==> src/rtl/alu_cmd_sequencer.sv <==
// Command sequencer for the registered 16-bit ALU.
// Screens illegal/div-by-zero commands and returns results over valid/ready.
module alu_cmd_sequencer #(
  parameter int WIDTH = 16,
  parameter int WFUN  = 4,
  parameter int WFLAG = 4,
  parameter int CNTW  = 16
) (
  input  logic             CLK,
  input  logic             RST,
  input  logic             CMD_VALID,
  output logic             CMD_READY,
  input  logic [WIDTH-1:0] CMD_A,
  input  logic [WIDTH-1:0] CMD_B,
  input  logic [WFUN-1:0]  CMD_FUN,
  output logic [WIDTH-1:0] ALU_A,
  output logic [WIDTH-1:0] ALU_B,
  output logic [WFUN-1:0]  ALU_FUN,
  input  logic [WIDTH-1:0] ALU_RESULT,
  input  logic [WFLAG-1:0] ALU_FLAGS,
  output logic             RES_VALID,
  input  logic             RES_READY,
  output logic [WIDTH-1:0] RES_DATA,
  output logic [WFLAG-1:0] RES_FLAGS,
  output logic             RES_ERR,
  output logic [CNTW-1:0]  OP_COUNT,
  output logic [7:0]       ERR_COUNT
);

  localparam logic [WFUN-1:0] FUN_NOP = '1;
  localparam logic [WFUN-1:0] FUN_DIV = WFUN'(3);

  typedef enum logic [1:0] {
    IDLE,
    ISSUE,
    WAIT,
    RESP
  } state_t;

  state_t state_q;
  state_t state_d;
  logic   err_q;
  logic   accept;
  logic   res_hs;
  logic   cmd_err;

  assign CMD_READY = (state_q == IDLE);
  assign accept    = CMD_VALID && CMD_READY;
  assign res_hs    = RES_VALID && RES_READY;
  assign cmd_err   = (CMD_FUN == FUN_NOP) ||
                     ((CMD_FUN == FUN_DIV) && (CMD_B == '0));

  always_comb begin
    state_d = state_q;
    unique case (state_q)
      IDLE:  if (accept) state_d = ISSUE;
      ISSUE: state_d = WAIT;
      WAIT:  state_d = RESP;
      RESP:  if (res_hs) state_d = IDLE;
      default: state_d = IDLE;
    endcase
  end

  always_ff @(posedge CLK) begin
    if (RST) state_q <= IDLE;
    else     state_q <= state_d;
  end

  // Rejected commands never reach the ALU: it sees a NOP on zero operands.
  always_ff @(posedge CLK) begin
    if (RST) begin
      err_q   <= 1'b0;
      ALU_A   <= '0;
      ALU_B   <= '0;
      ALU_FUN <= FUN_NOP;
    end else if (accept) begin
      err_q   <= cmd_err;
      ALU_A   <= cmd_err ? '0 : CMD_A;
      ALU_B   <= cmd_err ? '0 : CMD_B;
      ALU_FUN <= cmd_err ? FUN_NOP : CMD_FUN;
    end else if (res_hs) begin
      ALU_FUN <= FUN_NOP;
    end
  end

  always_ff @(posedge CLK) begin
    if (RST) begin
      RES_VALID <= 1'b0;
      RES_DATA  <= '0;
      RES_FLAGS <= '0;
      RES_ERR   <= 1'b0;
    end else if (state_q == WAIT) begin
      RES_VALID <= 1'b1;
      RES_DATA  <= err_q ? '0 : ALU_RESULT;
      RES_FLAGS <= err_q ? '0 : ALU_FLAGS;
      RES_ERR   <= err_q;
    end else if (res_hs) begin
      RES_VALID <= 1'b0;
    end
  end

  always_ff @(posedge CLK) begin
    if (RST) begin
      OP_COUNT  <= '0;
      ERR_COUNT <= '0;
    end else if (res_hs) begin
      OP_COUNT <= OP_COUNT + CNTW'(1);
      if (RES_ERR && (ERR_COUNT != 8'hFF))
        ERR_COUNT <= ERR_COUNT + 8'd1;
    end
  end

endmodule
==> config.mk <==
export PLATFORM = sky130hd
export DESIGN_NAME = alu_cmd_sequencer
export DESIGN_NICKNAME = d
export VERILOG_FILES = /design/src/rtl/alu_cmd_sequencer.sv
export SDC_FILE = /design/constraint.sdc
export NUM_CORES = 1
export LEC_CHECK = 0
export BUFFER_PORTS_ARGS = -buffer_cell sky130_fd_sc_hd__buf_4
export CORE_MARGIN = 2
export CORE_UTILIZATION = 47
export CTS_CLUSTER_DIAMETER = 120
export DETAILED_ROUTE_END_ITERATION = 8
export PLACE_DENSITY = 0.83
export SYNTH_ARGS = -nofsm -noshare
export SYNTH_HDL_FRONTEND = slang
export SYNTH_SLANG_ARGS = --single-unit
==> constraint.sdc <==
create_clock -name CLK -period 2.8 [get_ports CLK]
set_clock_uncertainty 0.2 [all_clocks]
set_input_delay 0.7 -clock CLK [delete_from_list [all_inputs] [get_ports CLK]]
set_output_delay 0.7 -clock CLK [all_outputs]
set_load 0.005 [all_outputs]
# After elaboration in Yosys (flattened, before gate mapping)
# Cells that the tools add are included.
# Widths: inputs -> output; s select.
dict set report totals {
  elab_cells 44
  regBits 85
  input_bits 60
}
dict set report classes {
  reduce_logical 11
  add_sub_neg 2
  muxes 12
  eq_ne 8
}
# cell count
set ops {}
lappend ops {{$mux 16} 3}
lappend ops {{$add 16x1->16 const B} 1}
lappend ops {{$logic_not 16->1} 1}
lappend ops {{$mux 4} 4}
lappend ops {{$add 8x1->8 const B} 1}
lappend ops {{$ne 8x8->1 const B} 1}
lappend ops {{$pmux 2 s4} 1}
lappend ops {{$eq 2x2->1 const B} 2}
lappend ops {{$eq 4x2->1 const B} 1}
lappend ops {{$eq 4x4->1 const B} 1}
lappend ops {{$logic_and 1x1->1} 4}
lappend ops {{$mux 2} 2}
lappend ops {{$reduce_and 2->1} 2}
lappend ops {{$reduce_bool 2->1} 2}
lappend ops {{$eq 2x1->1 const B} 1}
lappend ops {{$logic_not 2->1} 1}
lappend ops {{$mux 1} 2}
lappend ops {{$ne 2x1->1 const B} 1}
lappend ops {{$ne 2x2->1 const B} 1}
lappend ops {{$logic_or 1x1->1} 1}

# Logic depth before layout (Yosys ltp)
dict set report depth {
  ltp_word 5
  mapped_depth 7
  depth_no_buf 6
}

# Worst setup path after synthesis
# Ideal clock, no wire load.
dict set report synth_timing {
  path_type {input-to-reg}
  start {input port RES_READY}
  end {register OP_COUNT[15]}
  setup_ns 0.121
  path_slack_ns 0.503
  cell_stages 5
  arrival_ns 1.976
  path_cell_list {buf_2 nand3_1 nor4_2 nor3b_1 mux2_2}
}
dict set report synth_between {
  elab_chain_cells 1
}
# element line
set synth_rtl {}
lappend synth_rtl {{start, declared} 22} ;# input logic RES_READY,
lappend synth_rtl {{$logic_and 1x1->1} 49} ;# assign res_hs = RES_VALID && RES_READY;
lappend synth_rtl {{end signal, assigned} 107} ;# OP_COUNT <= OP_COUNT + CNTW'(1);
lappend synth_rtl {{end, declared} 26} ;# output logic [CNTW-1:0] OP_COUNT,
# Every way passes these cells.
# A chain may end at the register's enable or synchronous reset.

# Worst setup path in the final report
dict set report layout_timing {
  start {register state_q[0]}
  end {register ALU_A[5]}
}
dict set report layout_between {
  elab_chain_cells 2
}
# element line
set layout_rtl {}
lappend layout_rtl {{start, declared} 40} ;# state_t state_q;
lappend layout_rtl {{start signal, assigned} 66} ;# else state_q <= state_d;
lappend layout_rtl {{$logic_not 2->1} 47} ;# assign CMD_READY = (state_q == IDLE);
lappend layout_rtl {{$logic_and 1x1->1} 48} ;# assign accept = CMD_VALID && CMD_READY;
lappend layout_rtl {{end signal, assigned} 78} ;# ALU_A <= cmd_err ? '0 : CMD_A;
lappend layout_rtl {{end, declared} 16} ;# output logic [WIDTH-1:0] ALU_A,
# Every way passes these cells.

==> results.yml <==
grt:
  busiest_layer: "met2"
  met1_usage_pct: 24.8
  grt_pass1_vias: 2742
  grtUsageTotal_pct: 21.0
  overflow: 0
  grt_start_max_net_pins: 48
  grt_pass1_wl_mm: 12.6
  use_met3_pct: 7.07
  use_met2_pct: 34.8
  antenna_found_initial: 0
floorplanning:
  start_util_pct: 48.6
  dieWidth_um: 87.8
  die-area_um2: 7710
  num_rows: 30
  die_h_um: 87.8
  coreArea_um2: 6790
  ioPinCount: 143
timing:
  setup_tns_ns: 0
  fmaxAchievable_mhz: 450
  max_slew_margin_pct: 52.5
  setup_viol: 0
  hold_viol: 0
  layout_min_cycle_time_ns: 2.22
  maxSlewViolCount: 0
  period_share_pct: 79.4
  rsz0062_at_grt: "false"
  worst_slack_ns: 0.577
  timing_worst_slew_pin_value_ns: 0.708
flow_run:
  maxCapViolations: 0
logic_synthesis:
  yosysSeqAreaShare_pct: 51.6
  netlist_top_cells_area: "dfxtp_1 52%, a22o_1 8.5%, nor2_1 5.8%"
  ys_warn_count: 0
  ys_seq_elements: 85
  syn_nets: 407
  synth_ff_type: "dfxtp_1"
  synth_area_leader_cell: "dfxtp_1"
  synth.top_cell.area_share_pct: 51.6
  synthesis.area_um2: 3300
  synthDistinctLibCells: 42
  async_reset_ff_share_pct: 0
  synth-edff-count: 0
  syn_area_per_cell_um2: 9.65
  synthCells: 342
place:
  dp.cells: 566
  place_ws_ns: 0.316
  io_buffer_count: 142
  dp_hpwl_mm: 5.86
  gp_congestion: 0.849
routing:
  ant_nets: 0
  vias_per_cell: 5.09
  wl_per_cell_um: 13.7
  wl_mm: 7.95
  drc: 0
  drtIter0Drc: 78
  first_pass_iters: 4
  vias: 2958
setup_path:
  cp-startpoint: "state_q[0]$_SDFFE_PP0P_"
  cp.required_ns: 2.89
  critical_path_peak_fanout: 16
  worstSetupEndpointType: "register"
  path_class: "register to register"
  crit_arrival_ns: 2.31
  cp-start-kind: "register"
  rr_startpoint: "state_q[0]$_SDFFE_PP0P_"
  r2r_setup_slack_ns: 0.58
power_and_ir_drop:
  power_density_nw_per_um2: 690
  peakVddDrop_mv: 0.397
  power.leakage_nw: 2.09
clocking:
  clk_pin_slew_ns: 0.08
  ctsResizeCount: 0
  post_cts_buffers: 0
  clock_sinks: 85
  cts_tree: "built"
  clock-root-buffer: "clkbuf_8"
  ctsHoldBuffers: 0
  cts-buffers-inserted: 9
  insertion_delay_ns: 0.34
  clockBufferDepth: 2
  htreeDepth: 3
status:
  outcome: "completed"
cells_and_area:
  diodes: 0
  final_cells: 581
  layout.nets: 546
  n_fill_cell: 531
  areaGrowthSynthToFinish_pct: 40.7
  drive_gt1_share_pct: 35.7
worst_hold_path:
  min-delay-start: "ALU_B[14]$_SDFFE_PP0P_"
  worstHoldPathType: "register to register"
where the power goes:
part           switching [mW]  leakage [nW]  internal [mW]
Combinational           0.402          1.29          0.456
Clock                   0.412         0.101          0.453
Sequential              0.103         0.692           1.38
cells in the mapped netlist, types with 3 or more instances:
library cell / number
inv_1: 5
a22o_1: 32
mux2i_1: 4
nand3_1: 11
and4_1: 4
dfxtp_1: 85
nand2b_1: 3
nor3_1: 6
xnor2_1: 4
clkbuf_1: 15
nor2b_1: 26
a21oi_1: 26
nor4_1: 4
xor2_1: 8
mux2_2: 5
nor2_1: 51
nand4_1: 5
ha_1: 5
nand2_1: 12
kinds of logic (layout without fill, tap and decap cells):
group / Yosys count / in the layout / share of synthesized area [%]
DFF: 85 / 85 / 51.6
AOI/OAI and AO/OA: 73 / 73 / 15.9
adders and majority gates: 5 / 5 / 1.90
muxes: 9 / 9 / 2.92
xor gates and xnor gates: 12 / 12 / 3.18
buffers and inverters: 24 / 167 / 3.03
and+or+nand+nor: 134 / 134 / 21.5
path summary, 6_finish.rpt:
check                            to  depth (start not counted)
max           ALU_A[5]$_SDFFE_PP0P_                          6
min          ALU_B[14]$_SDFFE_PP0P_                          1
max reg2reg   ALU_A[5]$_SDFFE_PP0P_                          6
min reg2reg  ALU_B[14]$_SDFFE_PP0P_                          1
final cells by class:
type / instances / area [um2] / area share (%)
timing repair buffer: 147 / 1100 / 23.8
tap: 96 / 120 / 2.59
sequential: 85 / 1700 / 36.6
clock buffer: 11 / 151 / 3.26
clock inverter: 4 / 47.5 / 1.02
inverter: 5 / 18.8 / 0.404
multi-input combinational: 233 / 1500 / 32.3
registers in the layout, summed over array words and instances, names as in the netlist:
| name | count |
|---|---|
| state_q | 2 |
| err_q | 1 |
| RES_ERR | 1 |
| RES_DATA | 16 |
| RES_VALID | 1 |
| ALU_A | 16 |
| OP_COUNT | 16 |
| ERR_COUNT | 8 |
| ALU_B | 16 |
| ALU_FUN | 4 |
| RES_FLAGS | 4 |
cells in the final DEF (no fill, tap or decap), types with 2 or more instances in the layout:
master    instances
a22o_1           32
clkbuf_8         11
mux2i_1           4
inv_1             5
mux2_2            5
o22ai_1           2
o21ai_0           2
nor4_1            4
a32oi_1           2
xor2_1            8
nor3_1            6
and2_1            2
a21oi_1          26
nor2_1           50
and3_1            2
clkinv_2          2
a211oi_1          2
or3_1             2
nand3_1          11
nand4_1           5
xnor2_1           4
ha_1              5
dfxtp_1          85
buf_4           147
nand2_1          12
and4_1            4
nor2b_1          26
nand2b_1          3
stage by stage:
step	cell area (um2)	total power, mW	hold WS, ns	utilization [%]
2_1_floorplan	3300	1.95	0.266	-
6_report	4640	3.20	0.279	68.4
5_1_grt	4640	3.40	0.293	68.4
3_5_place_dp	4450	2.37	0.256	65.4
3_3_place_gp	4450	2.35	0.257	65.4
4_1_cts	4640	3.23	0.283	68.4
metal layers:
metal	routed length [um]	vias to the layer above
li1	-	1478
met1	3290	1351
met2	3740	117
met3	764	12
met4	149	0
met5	0	-
worst max-delay path: stages, from the launching register on:
cell	delay, ns
dfxtp_1	0.33
inv_1	0.08
ha_1	0.24
nand2_1	0.25
nor3_4	0.20
a21boi_2	0.61
a22o_1	0.26
Power figures use the tool's default switching activity.
